==> config.mk <==
export PLATFORM = sky130hd
export DESIGN_NAME = seq_detect_scheduler
export DESIGN_NICKNAME = d
export VERILOG_FILES = /design/src/rtl/seq_detect_scheduler.sv
export SDC_FILE = /design/constraint.sdc
export NUM_CORES = 1
export LEC_CHECK = 0
export CAP_MARGIN = 15
export CORE_ASPECT_RATIO = 1.5
export CORE_MARGIN = 2
export CORE_UTILIZATION = 60
export DETAILED_ROUTE_END_ITERATION = 8
export DONT_BUFFER_PORTS = 1
export GPL_TIMING_DRIVEN = 0
export PLACE_DENSITY = 0.87
export REMOVE_ABC_BUFFERS = 1
export SLEW_MARGIN = 0
export SYNTH_ARGS = -nofsm -noshare
export SYNTH_HDL_FRONTEND = slang
export SYNTH_SLANG_ARGS = --single-unit
==> constraint.sdc <==
create_clock -name clk -period 2.4 [get_ports clk]
set_clock_uncertainty 0.1 [all_clocks]
set_input_delay 0 -clock clk [delete_from_list [all_inputs] [get_ports clk]]
set_output_delay 0 -clock clk [all_outputs]
set_load 0.03 [all_outputs]
==> src/rtl/seq_detect_scheduler.sv <==
// seq_detect_scheduler: round-robin time-sharing of one external serial
// 100111 detector among N_REQ word-parallel requesters. Each granted word is
// preceded by a one-cycle detector clear, shifted out MSB-first, and its
// detector hits are counted and returned through a valid/ready response.
module seq_detect_scheduler #(
  parameter  int N_REQ  = 4,
  parameter  int WORD_W = 16,
  parameter  int CNT_W  = $clog2(WORD_W + 1),
  localparam int ID_W   = $clog2(N_REQ)
) (
  input  logic                      clk,
  input  logic                      reset,
  input  logic [N_REQ-1:0]          req_valid,
  input  logic [N_REQ*WORD_W-1:0]   req_data,
  output logic [N_REQ-1:0]          req_ready,
  output logic                      rsp_valid,
  output logic [ID_W-1:0]           rsp_id,
  output logic [CNT_W-1:0]          rsp_count,
  input  logic                      rsp_ready,
  output logic                      det_reset,
  output logic                      det_din,
  input  logic                      det_hit,
  output logic                      busy
);

  typedef enum logic [2:0] {
    IDLE  = 3'd0,
    CLEAR = 3'd1,
    SHIFT = 3'd2,
    DRAIN = 3'd3,
    RESP  = 3'd4
  } state_t;

  state_t            state_reg, state_next;
  logic [ID_W-1:0]   rr_ptr_reg;
  logic [ID_W-1:0]   id_reg;
  logic [WORD_W-1:0] shreg_reg;
  logic [CNT_W-1:0]  cnt_reg;
  logic [CNT_W-1:0]  bit_reg;

  logic              any_valid;
  logic [ID_W-1:0]   grant_idx;
  logic              accept;

  // Unpack the flat request bus into one word per requester.
  logic [WORD_W-1:0] req_word [N_REQ];
  for (genvar gi = 0; gi < N_REQ; gi++) begin : g_unpack
    assign req_word[gi] = req_data[gi*WORD_W +: WORD_W];
  end

  // Round-robin search: first valid index at or after rr_ptr, wrapping.
  // Iterating from the far end lets the nearest candidate overwrite the rest.
  always_comb begin
    any_valid = 1'b0;
    grant_idx = '0;
    for (int k = N_REQ - 1; k >= 0; k--) begin
      if (req_valid[(int'(rr_ptr_reg) + k) % N_REQ]) begin
        any_valid = 1'b1;
        grant_idx = ID_W'((int'(rr_ptr_reg) + k) % N_REQ);
      end
    end
  end

  // Next-state logic and the combinational one-hot accept.
  always_comb begin
    state_next = state_reg;
    req_ready  = '0;
    accept     = 1'b0;
    case (state_reg)
      IDLE: begin
        if (any_valid && !reset) begin
          accept               = 1'b1;
          req_ready[grant_idx] = 1'b1;
          state_next           = CLEAR;
        end
      end
      CLEAR: state_next = SHIFT;
      SHIFT: begin
        if (bit_reg == CNT_W'(WORD_W - 1)) begin
          state_next = DRAIN;
        end
      end
      DRAIN: state_next = RESP;
      RESP: begin
        if (rsp_ready) begin
          state_next = IDLE;
        end
      end
      default: state_next = IDLE;
    endcase
  end

  // State register and datapath: capture on accept, shift and count hits.
  // At SHIFT step 0 the detector still reflects its cleared state, so its
  // output is only meaningful from step 1; the final bit's hit lands in DRAIN.
  always_ff @(posedge clk) begin
    if (reset) begin
      state_reg  <= IDLE;
      rr_ptr_reg <= '0;
      id_reg     <= '0;
      shreg_reg  <= '0;
      cnt_reg    <= '0;
      bit_reg    <= '0;
    end else begin
      state_reg <= state_next;
      case (state_reg)
        IDLE: begin
          if (accept) begin
            shreg_reg  <= req_word[grant_idx];
            id_reg     <= grant_idx;
            rr_ptr_reg <= (grant_idx == ID_W'(N_REQ - 1)) ? '0 : grant_idx + ID_W'(1);
          end
        end
        CLEAR: begin
          cnt_reg <= '0;
          bit_reg <= '0;
        end
        SHIFT: begin
          shreg_reg <= {shreg_reg[WORD_W-2:0], 1'b0};
          bit_reg   <= bit_reg + CNT_W'(1);
          if (det_hit && (bit_reg != '0)) begin
            cnt_reg <= cnt_reg + CNT_W'(1);
          end
        end
        DRAIN: begin
          if (det_hit) begin
            cnt_reg <= cnt_reg + CNT_W'(1);
          end
        end
        default: ;
      endcase
    end
  end

  // Outputs are forced quiet while reset is held so nothing escapes an abort.
  assign det_reset = reset | (state_reg == CLEAR);
  assign det_din   = !reset && (state_reg == SHIFT) && shreg_reg[WORD_W-1];
  assign rsp_valid = !reset && (state_reg == RESP);
  assign busy      = !reset && (state_reg != IDLE);
  assign rsp_id    = id_reg;
  assign rsp_count = cnt_reg;

endmodule

Yosys cells after proc, flatten, opt, wreduce, memory -nomap -nowiden

Cells that the tools add are included.

Register bits after elaboration: 33
Logic and storage cells: 96

$lt $le $gt $ge: 7
Mux-type cells: 39
Reduce and logical (&&, ||, !) cells: 21
$add $sub $neg: 6
Bitwise logic cells: 5
Equal/unequal tests: 12

Operators with widths:

| cell                                                                          | count |
|---|---|
| 16-bit 2-to-1 mux                                                             | 3 |
| 16-bit binary-select mux with 2-bit select                                    | 1 |
| 16-bit case mux with 2 select lines                                           | 1 |
| 3-bit case mux with 5 select lines                                            | 1 |
| 5-bit case mux with 3 select lines                                            | 1 |
| 1-bit 2-to-1 mux                                                              | 14 |
| 3-bit by 4-bit less-than comparator with 1-bit output (second input constant) | 3 |
| 2-bit inequality test (second input constant)                                 | 6 |
| 5-bit by 1-bit adder with 5-bit output (second input constant)                | 2 |
| 2-bit 2-to-1 mux                                                              | 5 |
| 5-bit 2-to-1 mux                                                              | 2 |
| 5-bit case mux with 2 select lines                                            | 1 |
| 3-bit 2-to-1 mux                                                              | 3 |
| 1-bit binary-select mux with 2-bit select                                     | 4 |
| 4-bit 2-to-1 mux                                                              | 2 |
| 1-bit logical AND                                                             | 7 |
| 3-bit by 2-bit == test with 1-bit output (second input constant)              | 2 |
| 2-bit by 3-bit less-than comparator with 1-bit output (second input constant) | 2 |
| 3-bit AND reduction                                                           | 2 |
| 3-bit nonzero test                                                            | 2 |
| 2-bit OR reduction                                                            | 3 |
| 5-bit by 4-bit == test with 1-bit output (second input constant)              | 1 |
| 5-bit nonzero test                                                            | 1 |
| 2-bit by 1-bit adder with 2-bit output (second input constant)                | 2 |
| other kinds (14)                                                              | 19 |

Depth between registers and ports, before layout

Gate-level depths: netlist (run 1).

Word-level depth: 16
Mapped depth: 8
Mapped depth without buffers: 7

Least setup slack after synthesis (run 1)

No wires, ideal clock.

Path kind: register to register
From: register state_reg[1]
To: register cnt_reg[0], in the netlist rsp_count[0]
Path slack: 0.394 ns
Cell stages (with the launch flop): 5
Required time: 2.133 ns
Arrival: 1.739 ns
Path through: dfxtp_1 -> buf_2 -> buf_1 -> o31ai_1 -> nor2_1

Longest elaborated chain between the ends: 3
Elaborated cells between the ends (all ways): 8
Those cells by class: eq/ne (5); mux (1); reduce/logical (2)

RTL lines:

| item                                                                                                        | line | source |
|---|---|---|
| from (decl)                                                                                                 | 34   | `state_t state_reg, state_next;` |
| from (signal assigned)                                                                                      | 105  | `state_reg <= state_next;` |
| 3-bit by 2-bit == test with 1-bit output / 3-bit by 1-bit == test with 1-bit output (equally long branches) | 106  | `case (state_reg)` |
| 2-bit inequality test (no line) / 3-bit nonzero test (equally long branches)                                | -    |  |
| 3-bit AND reduction (no line)                                                                               | -    |  |
| to (signal assigned)                                                                                        | 122  | `cnt_reg <= cnt_reg + CNT_W'(1);` |
| to (signal assigned)                                                                                        | 127  | `cnt_reg <= cnt_reg + CNT_W'(1);` |
| to (decl)                                                                                                   | 38   | `logic [CNT_W-1:0] cnt_reg;` |

Parallel ways exist; a longest one is shown, timed or not.
A chain may end at the register's enable or synchronous reset.

Worst setup path after layout (run 1)

From: register rr_ptr_reg[0]
To: register shreg_reg[0]

Longest elaborated chain between the ends: 14
Elaborated cells between the ends (all ways): 33
Those cells by class: add/sub (3); eq/ne (1); mux (26); bitwise (1); reduce/logical (2)

RTL lines:

| item                                                  | line   | source |
|---|---|---|
| from (decl)                                           | 35     | `logic [ID_W-1:0] rr_ptr_reg;` |
| from (signal assigned)                                | 111    | `rr_ptr_reg <= (grant_idx == ID_W'(N_REQ - 1)) ? '0 : grant_idx + ID_W'(1);` |
| 2-bit adder                                           | 57, 59 |  |
| 1-bit binary-select mux with 2-bit select             | 57     | `if (req_valid[(int'(rr_ptr_reg) + k) % N_REQ]) begin` |
| 1-bit 2-to-1 mux (implied by the code) (2 in series)  | 57     |  |
| 2-bit 2-to-1 mux (4 in series)                        | 57     |  |
| 2-bit NOT with 3-bit output (implied by the code)     | 109    | `shreg_reg <= req_word[grant_idx];` |
| 16-bit binary-select mux with 2-bit select            | 109    |  |
| 16-bit 2-to-1 mux (implied by the code) (2 in series) | 109    |  |
| 16-bit 2-to-1 mux                                     | 108    | `if (accept) begin` |
| 16-bit case mux with 2 select lines                   | 106    |  |
| to (signal assigned)                                  | 109    |  |
| to (signal assigned)                                  | 119    | `shreg_reg <= {shreg_reg[WORD_W-2:0], 1'b0};` |
| to (decl)                                             | 37     | `logic [WORD_W-1:0] shreg_reg;` |

Parallel ways exist; a longest one is shown, timed or not. The select of a mux whose other input is x is not followed.

==> impl_metrics.toml, run 1 <==
[drt]
drc = 0
met1_length_um = 3354
via_per_inst = 7.095
dr_wl_met2_um = 4415
num_vias = 2760
postRouteAntennaNets = 0
top_layer = "met4"
wl_per_cell_um = 25.35
wl_met3_um = 1265
drt-total-wl_um = 9861
first_pass_iters = 5
drtIter0Drc = 219

[setup_path]
start_kind = "flip-flop"
end_kind = "flip-flop"
critPathMaxStageDelay_ns = 0.58
critPathRequiredTime_ns = 2.43
crit_arrival_ns = 2.48
crit_path_start = "rr_ptr_reg[0]"
cp_slowest_cell = "dlygate4sd3_1"
crit_path_max_fanout = 6
path_cells = "inv_2 -> a22o_4 -> a211o_4 -> buf_4 -> mux2i_1 -> dlygate4sd3_1 -> o221ai_1"
reg2reg_from = "rr_ptr_reg[0]"
critical_path_class = "reg -> reg"

[run]
maxCapViolCount = 0

[finish]
area_delta_synth_final_pct = 45.20
largest_reg_flops = 16
n_fill_cell = 152
final_nets = 422
drive_gt1_share_pct = 14.78

[yosys]
yosysTopAreaCell = "dfxtp_1"
synth_cell_type_count = 41
synth-seq-cells = 33
yosysWarnings = 0
syn_area_um2 = 2267
synth.area.top_cells = "dfxtp_1 29%, mux2i_1 15%, nand2b_1 5.8%"
syn_inst = 264
ys_seq_area_share_pct = 29.14
syn_area_per_cell_um2 = 8.588
yosysTopAreaCellShare_pct = 29.14

[place]
dp_slack_ns = -0.2958
dp_hpwl_um = 3508
gp_congestion = 0.8760
portBuffers = 0

[sta]
worst_pin_slew_ns = 1.227
fmaxAchievable_ghz = 0.4074
hold_violations = 0
timing.hold.ws_ns = 0.02195
setup_viol = 3
layout_min_cycle_time_ns = 2.455
slew_headroom_pct = 17.91
fin_ws_ns = -0.05477
timing_max_transition_violations_final = 0
finalCritPeriodShare_pct = 102.3

[clock_tree]
cts_made_buffers = 5
cts_tree = "yes"
cts_buffer_depth = 2
ctsRootBufferMaster = "clkbuf_8"
numClockSinks = 33
worst_setup_hold_path_clk_slew_ns = 0.07
worstSkewPairLatency_ns = 0.30
h-tree-depth = 2

[die]
ios = 87
start_util_pct = 62.14
die_x_um = 54.19
rows = 27
dieArea_um2 = 4296
core-area_um2 = 3649
fp.dieH_um = 79.29

[grt]
track_usage_pct = 39.17
grt_remaining_overflow = 0
grt_pass1_vias = 2466
grt_antenna_before_repair = 1
grt_max_degree = 35
grt_pass1_wl_um = 12300

[status]
status = "finished, violations left"
violations = "negative setup slack"

[min_path]
hold_start = "reset"
hold_path_class = "in -> out"

[power]
vdd_ir_drop_max_mv = 0.7143
power_leakage_nw = 1.354
power_density_nw_per_um2 = 705.8
-- through the flow --
stage          total power, mW  util (%)  TNS, ns  std cells  instance area, µm²
2_1_floorplan            1.270         -   -2.325        243                2142
3_3_place_gp             1.357     60.19   -16.31        286                2196
3_5_place_dp             1.380     60.77   -2.106        289                2217
4_1_cts                  1.963     85.46        0        374                3118
5_1_grt                  2.397     90.23  -0.5913        389                3292
6_report                 2.323     90.23  -0.1134        389                3292
-- Yosys cell counts, drive strengths merged --
cell type / count
dfxtp: 33
nand2: 29
a21oi: 14
o221ai: 16
nor4b: 3
nor3: 5
nor3b: 3
o21a: 1
and3: 1
nand3: 2
buf: 12
o31ai: 3
nor2: 18
a21boi: 2
nor2b: 3
or4b: 1
a22o: 2
nand4b: 1
a21o: 1
nand2b: 21
mux2i: 33
clkinv: 1
and2: 2
xnor2: 5
inv: 9
o2bb2ai: 15
clkbuf: 9
ha: 5
o21ai: 11
nor4: 1
a211o: 1
or3b: 1
-- cells by family after synthesis --
family	Yosys count	synth area share (%)
xor+xnor	5	1.931
flops	33	29.14
compound gates	66	23.18
fa+ha+maj	5	2.759
buf+inv	31	7.175
simple gates	91	21.25
mux	33	14.57
-- final timing paths --
check | to | slack [ns] | cells past startpoint
setup / recovery | shreg_reg[0] | -0.05 | 7
hold / removal | rsp_valid | 0.02 | 1
setup reg to reg | shreg_reg[0] | -0.05 | 7
hold reg to reg | rsp_id[1] | 0.53 | 2
-- final cells by class --
cell class                      count  area, µm²  share of cell area [%]
Antenna cell                        1      2.502                 0.07602
Multi-Input combinational cell    202       1543                   46.86
Sequential cell                    33      665.6                   20.22
Tap cell                           43      53.80                   1.634
Timing Repair Buffer               93      903.4                   27.44
Clock buffer                        7      86.33                   2.623
Inverter                           10      37.54                   1.140
-- what timing repair did --
item,in CTS,in global routing
setup buffers,0,12
pin swaps,0,1
endpoints found under the setup margin,21,22
endpoints found under the hold margin,33,0
hold buffers,78,0
gates cloned,0,2
gates resized for setup,8,13
-- critical path, delay by kind of cell (launching register included) --
family	cells	cell delay, ns
AOI/OAI and AO/OA	3	0.81
buffers and inverters	3	0.80
DFF	1	0.36
muxes	1	0.20
-- power by group --
part	total [mW]	internal [mW]	switching (mW)
sequential	0.799	0.656	0.143
clock	0.442	0.228	0.214
combinational	1.08	0.505	0.578
total	2.32	1.39	0.935
-- metal layers --
| layer | global-route usage, % | vias to the layer above |
|---|---|---|
| met4 | 23.25 | 0 |
| met3 | 17.29 | 99 |
| li1 | - | 1123 |
| met2 | 57.23 | 280 |
| met1 | 45.83 | 1258 |
| met5 | 0 | - |
-- cells in the final DEF (no fill, tap or decap), types with 10 or more instances in the layout --
cell type	netlist	routed
o2bb2ai_1	15	15
dlygate4sd3_1	0	78
buf_4	1	11
a21oi_1	14	12
o21ai_0	10	10
nand2b_1	21	20
nand2_1	28	28
dfxtp_1	33	29
nor2_1	18	15
mux2i_1	33	32
No activity file was read; power rests on OpenSTA's default activity.
==> inputs of run 2 (changes only) <==
Settings changed: CELL_PAD_IN_SITES_DETAIL_PLACEMENT from default to 0, CELL_PAD_IN_SITES_GLOBAL_PLACEMENT from default to 1, CORE_UTILIZATION 60 to 46, PLACE_DENSITY 0.87 to 0.91.
==> run 2 against run 1 <==
  * The flow now finishes without violations
  * Non-clock buffer count decreased by 16
  * Fmax increased by 3.1%
  * Design area decreased by 5.1%
  * Worst hold slack got worse by 0.012 ns
  * Flip-flop and latch count unchanged
  * Wire length decreased by 26%
  * Critical endpoint is now shreg_reg[15]
  * Largest cell class unchanged
  * Largest power group unchanged
==> impl_metrics.toml, run 2 (same netlist as run 1, synthesis figures left out) <==
[sta]
slew_headroom_pct = 53.03
hold_violations = 0
setup_viol = 0
timing_max_transition_violations_final = 0
worst_pin_slew_ns = 0.7037
layout_min_cycle_time_ns = 2.382
fin_ws_ns = 0.01812
finalCritPeriodShare_pct = 99.24
fmaxAchievable_ghz = 0.4198

[min_path]
worst_hold_path.endpoint = "state_reg[0]"
hold_depth = 4
hold_path_class = "in -> reg"
hold_start = "reset"

[grt]
grt_pass1_vias = 2241
grt_max_degree = 35
grt_antenna_before_repair = 0
grt_remaining_overflow = 0
track_usage_pct = 25.13
grt_pass1_wl_um = 10580

[finish]
drive_gt1_share_pct = 12.16
area_delta_synth_final_pct = 37.80
design_area_um2 = 3124
final_nets = 405
n_fill_cell = 361
regArea_um2 = 660.6
layout_common_cells = "66 x dlygate4sd3_1, 33 x mux2i_1, 33 x dfxtp_1"
diodes = 0
multi_input_area_um2 = 1513
layoutNonFillerInstCount = 395
largest_reg_flops = 16
final_common_cell = "dlygate4sd3_1"
fin_util_pct = 65.49

[setup_path]
cp_top_family = "compound AO/OA/AOI/OAI gates"
worst-path-buf-inv = 2
crit_arrival_ns = 2.40
timing.rr.end = "shreg_reg[15]"
critPathMaxStageDelay_ns = 0.58
reg2reg_from = "rr_ptr_reg[0]"
cp_slowest_cell = "dlygate4sd3_1"
critPathRequiredTime_ns = 2.42
rrSetupSlack_ns = 0.02
end_kind = "flip-flop"
crit_path_max_fanout = 13
path_cells = "clkinv_1 -> a22o_1 -> a211o_4 -> mux2i_1 -> dlygate4sd3_1 -> o221ai_1"
critical_path_class = "reg -> reg"
reg2reg_depth = 6
start_kind = "flip-flop"

[place]
dpl.cell_count = 312
portBuffers = 0
dp_hpwl_um = 3439
gp_congestion = 0.8273
place_area_um2 = 2250
dp_slack_ns = -0.4457

[drt]
drt-total-wl_um = 7333
drtIter0Drc = 144
drc = 0
postRouteAntennaNets = 0
first_pass_iters = 4
wl_per_cell_um = 18.56
via_per_inst = 5.815
num_vias = 2297

[die]
start_util_pct = 47.52
dieArea_um2 = 5518
core-area_um2 = 4771
fp.dieH_um = 89.98
ios = 87
die_x_um = 61.32
rows = 31

[status]
status = "finished clean"

[power]
switching_power_mw = 0.7678
power_leakage_nw = 1.259
p_int_mw = 1.274
p_sw_share_pct = 37.60
p_seq_share_pct = 37.5
pwr-share-comb_pct = 43.0
p_clk_share_pct = 19.5
vdd_ir_drop_max_mv = 0.3260
power_density_nw_per_um2 = 653.6

[clock_tree]
ctsRootBufferMaster = "clkbuf_8"
cts_buffer_depth = 2
h-tree-depth = 2
cts_tree = "yes"
worstSkewPairLatency_ns = 0.28
worst_setup_hold_path_clk_slew_ns = 0.07
numClockSinks = 33
cts_made_buffers = 5

[run]
maxCapViolCount = 0
run 2: what timing repair did:
| item | CTS | global route |
|---|---|---|
| gates cloned | 0 | 1 |
| buffers inserted | 1 | 6 |
| gates resized for setup | 9 | 4 |
| endpoints found under the setup margin | 21 | 19 |
| hold endpoints to repair | 34 | 0 |
| hold buffers | 66 | 0 |
| pin swaps | 0 | 1 |
run 2: how the worst max path moves through the flow:
stage	start	to	slack, ns	cells after the start
floorplan	state_reg[1]	req_ready[0]	-0.29	4
global placement	state_reg[1]	req_ready[0]	-1.03	4
detailed placement	state_reg[1]	req_ready[1]	-0.45	5
CTS	rr_ptr_reg[0]	shreg_reg[15]	0.04	6
global route	rr_ptr_reg[0]	shreg_reg[15]	-0.01	6
finish	rr_ptr_reg[0]	shreg_reg[15]	0.02	6
run 2: final cells by class:
| class | instances | share of cell area (%) |
|---|---|---|
| multi-input cells | 201 | 48.42 |
| repair buffers | 77 | 23.95 |
| flip-flops and latches | 33 | 21.15 |
| well taps | 66 | 2.643 |
| clock buffers | 6 | 2.323 |
| inverters | 10 | 1.201 |
| clock inverters | 2 | 0.3204 |
run 2: worst register-to-register path: stages (launching register included):
cell	delay (ns)
dfxtp_1	0.39
clkinv_1	0.10
a22o_1	0.26
a211o_4	0.44
mux2i_1	0.21
dlygate4sd3_1	0.58
o221ai_1	0.15
run 2: metrics by stage:
stage	hold WS, ns	TNS [ns]	power [mW]
after floorplan	-0.03093	-2.325	1.270
after global placement	-0.02583	-17.50	1.366
after detailed placement	-0.02423	-5.326	1.379
after CTS	0.004930	0	1.910
after global routing	0.01571	-0.01004	2.146
final	0.01043	0	2.042
run 2: power groups by stage:
stage / sequential [mW] / clock [mW] / combinational, mW
floorplan: 0.733 / 0 / 0.537
global placement: 0.757 / 0 / 0.609
detailed placement: 0.758 / 0 / 0.621
CTS: 0.748 / 0.413 / 0.749
global route: 0.773 / 0.437 / 0.935
finish: 0.766 / 0.399 / 0.878
run 2: routing by layer:
layer	share of wire [%]	track usage, %	vias to the layer above
li1	-	-	1078
met1	38	28.62	1062
met2	51	42.11	129
met3	7.5	6.906	28
met4	3.6	10.51	0
met5	0	0	-
==> inputs of run 3 (changes only) <==
Settings changed: CORE_MARGIN 2 to 4, CORE_UTILIZATION 46 to 47, CTS_BUF_LIST from default to sky130_fd_sc_hd__clkbuf_4, PLACE_DENSITY 0.91 to 0.92.
==> run 3 against run 2 <==
  * Register-to-register slack improved by 0.05 ns
  * Cell count decreased by 1.8%
  * Largest cell class unchanged
  * Via count increased by 1.3%
  * Clock power decreased by 26%
  * Core utilization increased by 1.6 points
  * Worst setup slack improved by 0.046 ns
  * Wire length increased by 1.5%
==> impl_metrics.toml, run 3 (same netlist as run 1, synthesis figures left out) <==
[status]
status = "finished clean"

[place]
portBuffers = 0
dpl.cell_count = 310
gp_congestion = 0.7929
dp_hpwl_um = 3543

[die]
fp.dieH_um = 93.06
dieArea_um2 = 6022
start_util_pct = 49.51
core-area_um2 = 4579
ios = 87
rows = 30
die_x_um = 64.71

[drt]
drtIter0Drc = 325
wl_per_cell_um = 19.19
drc = 0
first_pass_iters = 4
num_vias = 2327
drt-total-wl_um = 7445
via_per_inst = 5.997
postRouteAntennaNets = 0

[finish]
final_nets = 400
largest_reg_flops = 16
layout_common_cells = "66 x dlygate4sd3_1, 33 x mux2i_1, 31 x dfxtp_1"
final_common_cell = "dlygate4sd3_1"
drive_gt1_share_pct = 11.76
area_delta_synth_final_pct = 35.60
fin_util_pct = 67.13
layoutNonFillerInstCount = 388

[grt]
grt_antenna_before_repair = 0
grt_pass1_vias = 2213
track_usage_pct = 23.10
grt_max_degree = 35
grt_remaining_overflow = 0
grt_pass1_wl_um = 11060

[setup_path]
crit_arrival_ns = 2.43
rrSetupSlack_ns = 0.06
cp_slowest_cell = "dlygate4sd3_1"
start_kind = "flip-flop"
path_cells = "clkinv_1 -> a22o_2 -> a211o_4 -> mux2i_1 -> dlygate4sd3_1 -> o221ai_1"
critical_path_class = "reg -> reg"
reg2reg_from = "rr_ptr_reg[0]"
end_kind = "flip-flop"
reg2reg_depth = 6
crit_path_start = "rr_ptr_reg[0]"
timing.rr.end = "shreg_reg[5]"
crit_path_max_fanout = 9
critPathRequiredTime_ns = 2.49
critPathMaxStageDelay_ns = 0.60
cp-endpoint = "shreg_reg[5]"

[clock_tree]
h-tree-depth = 2
ctsRootBufferMaster = "clkbuf_4"
worstSkewPairLatency_ns = 0.33
numClockSinks = 33
cts_buffer_depth = 2
cts_made_buffers = 5
cts_tree = "yes"
worst_setup_hold_path_clk_slew_ns = 0.10

[sta]
worst_pin_slew_ns = 1.077
slew_headroom_pct = 27.93
hold_violations = 0
fmaxAchievable_ghz = 0.4281
setup_viol = 0
rsz0062_at_grt = "yes"
layout_min_cycle_time_ns = 2.336
timing_max_transition_violations_final = 0
finalCritPeriodShare_pct = 97.34

[run]
maxCapViolCount = 0

[power]
vdd_ir_drop_max_mv = 0.2982
power_leakage_nw = 1.220
power_density_nw_per_um2 = 640.3

[min_path]
hold_path_class = "in -> out"
[run 3: cell types whose count changed in the layout (fill, tap and decap cells not counted), moves of 2 or more]
| cell | change |
|---|---|
| clkbuf_4 | +6 |
| clkbuf_8 | -5 |
| clkinv_2 | -2 |
| buf_4 | -6 |
| dfxtp_1 | -2 |
| dfxtp_2 | +2 |
[run 3: worst min path at each step]
stage	end	startpoint	cells past startpoint
final	rsp_valid	reset	1
after global routing	rsp_valid	reset	1
after CTS	rsp_count[1]	det_hit	4
after detailed placement	bit_reg[1]	reset	1
after global placement	bit_reg[0]	reset	1
after floorplan	bit_reg[0]	reset	1
[run 3: layout make-up]
cell class,instances,area [µm²]
Sequential cell,33,663.1
Fill cell,361,1505
Antenna cell,1,2.502
Tap cell,64,80.08
Clock buffer,6,45.04
Inverter,10,37.54
Clock inverter,1,3.754
Multi-Input combinational cell,202,1523
Timing Repair Buffer,71,719.4
[run 3: through the flow]
step / worst slack, ns / power, mW / hold slack [ns] / TNS [ns] / instance area (µm²)
CTS: 0.01471 / 1.844 / 0.002441 / 0 / 2993
detailed placement: -0.4473 / 1.377 / -0.02551 / -5.140 / 2247
finish: 0.06391 / 1.968 / 0.01398 / 0 / 3074
floorplan: -0.2887 / 1.270 / -0.03093 / -2.325 / 2142
global route: -0.03754 / 2.079 / 0.01605 / -0.07160 / 3072
global placement: -1.082 / 1.367 / -0.02614 / -18.42 / 2222
[run 3: critical path: cells and delay by family, from the launching register on]
kind | cells | cell delay [ns]
buffers and inverters | 2 | 0.67
muxes | 1 | 0.22
AOI/OAI and AO/OA | 3 | 0.84
DFF | 1 | 0.36
[run 3: layer usage]
| layer | share of wire [%] | GRT usage (%) | routed length [µm] | up-vias |
|---|---|---|---|---|
| met1 | 38 | 27.26 | 2822 | 1076 |
| met2 | 50 | 40.05 | 3754 | 148 |
| met3 | 8.7 | 6.250 | 651 | 23 |
| li1 | - | - | - | 1080 |
| met4 | 2.9 | 7.231 | 216 | 0 |
| met5 | 0 | 0 | 0 | - |
[run 3: timing repair]
item / CTS / global route
gates resized for setup: 7 / 9
endpoints found under the hold margin: 34 / 0
hold buffers: 66 / 0
endpoints found under the setup margin: 21 / 21
gates cloned: 0 / 2
pin swaps: 0 / 1
buffers inserted: 1 / 0
[run 3: where the power goes]
group / internal (mW) / switching (mW) / leakage, nW
combinational: 0.435 / 0.468 / 0.919
clock: 0.118 / 0.178 / 0.0292
sequential: 0.655 / 0.115 / 0.272
total: 1.21 / 0.761 / 1.22
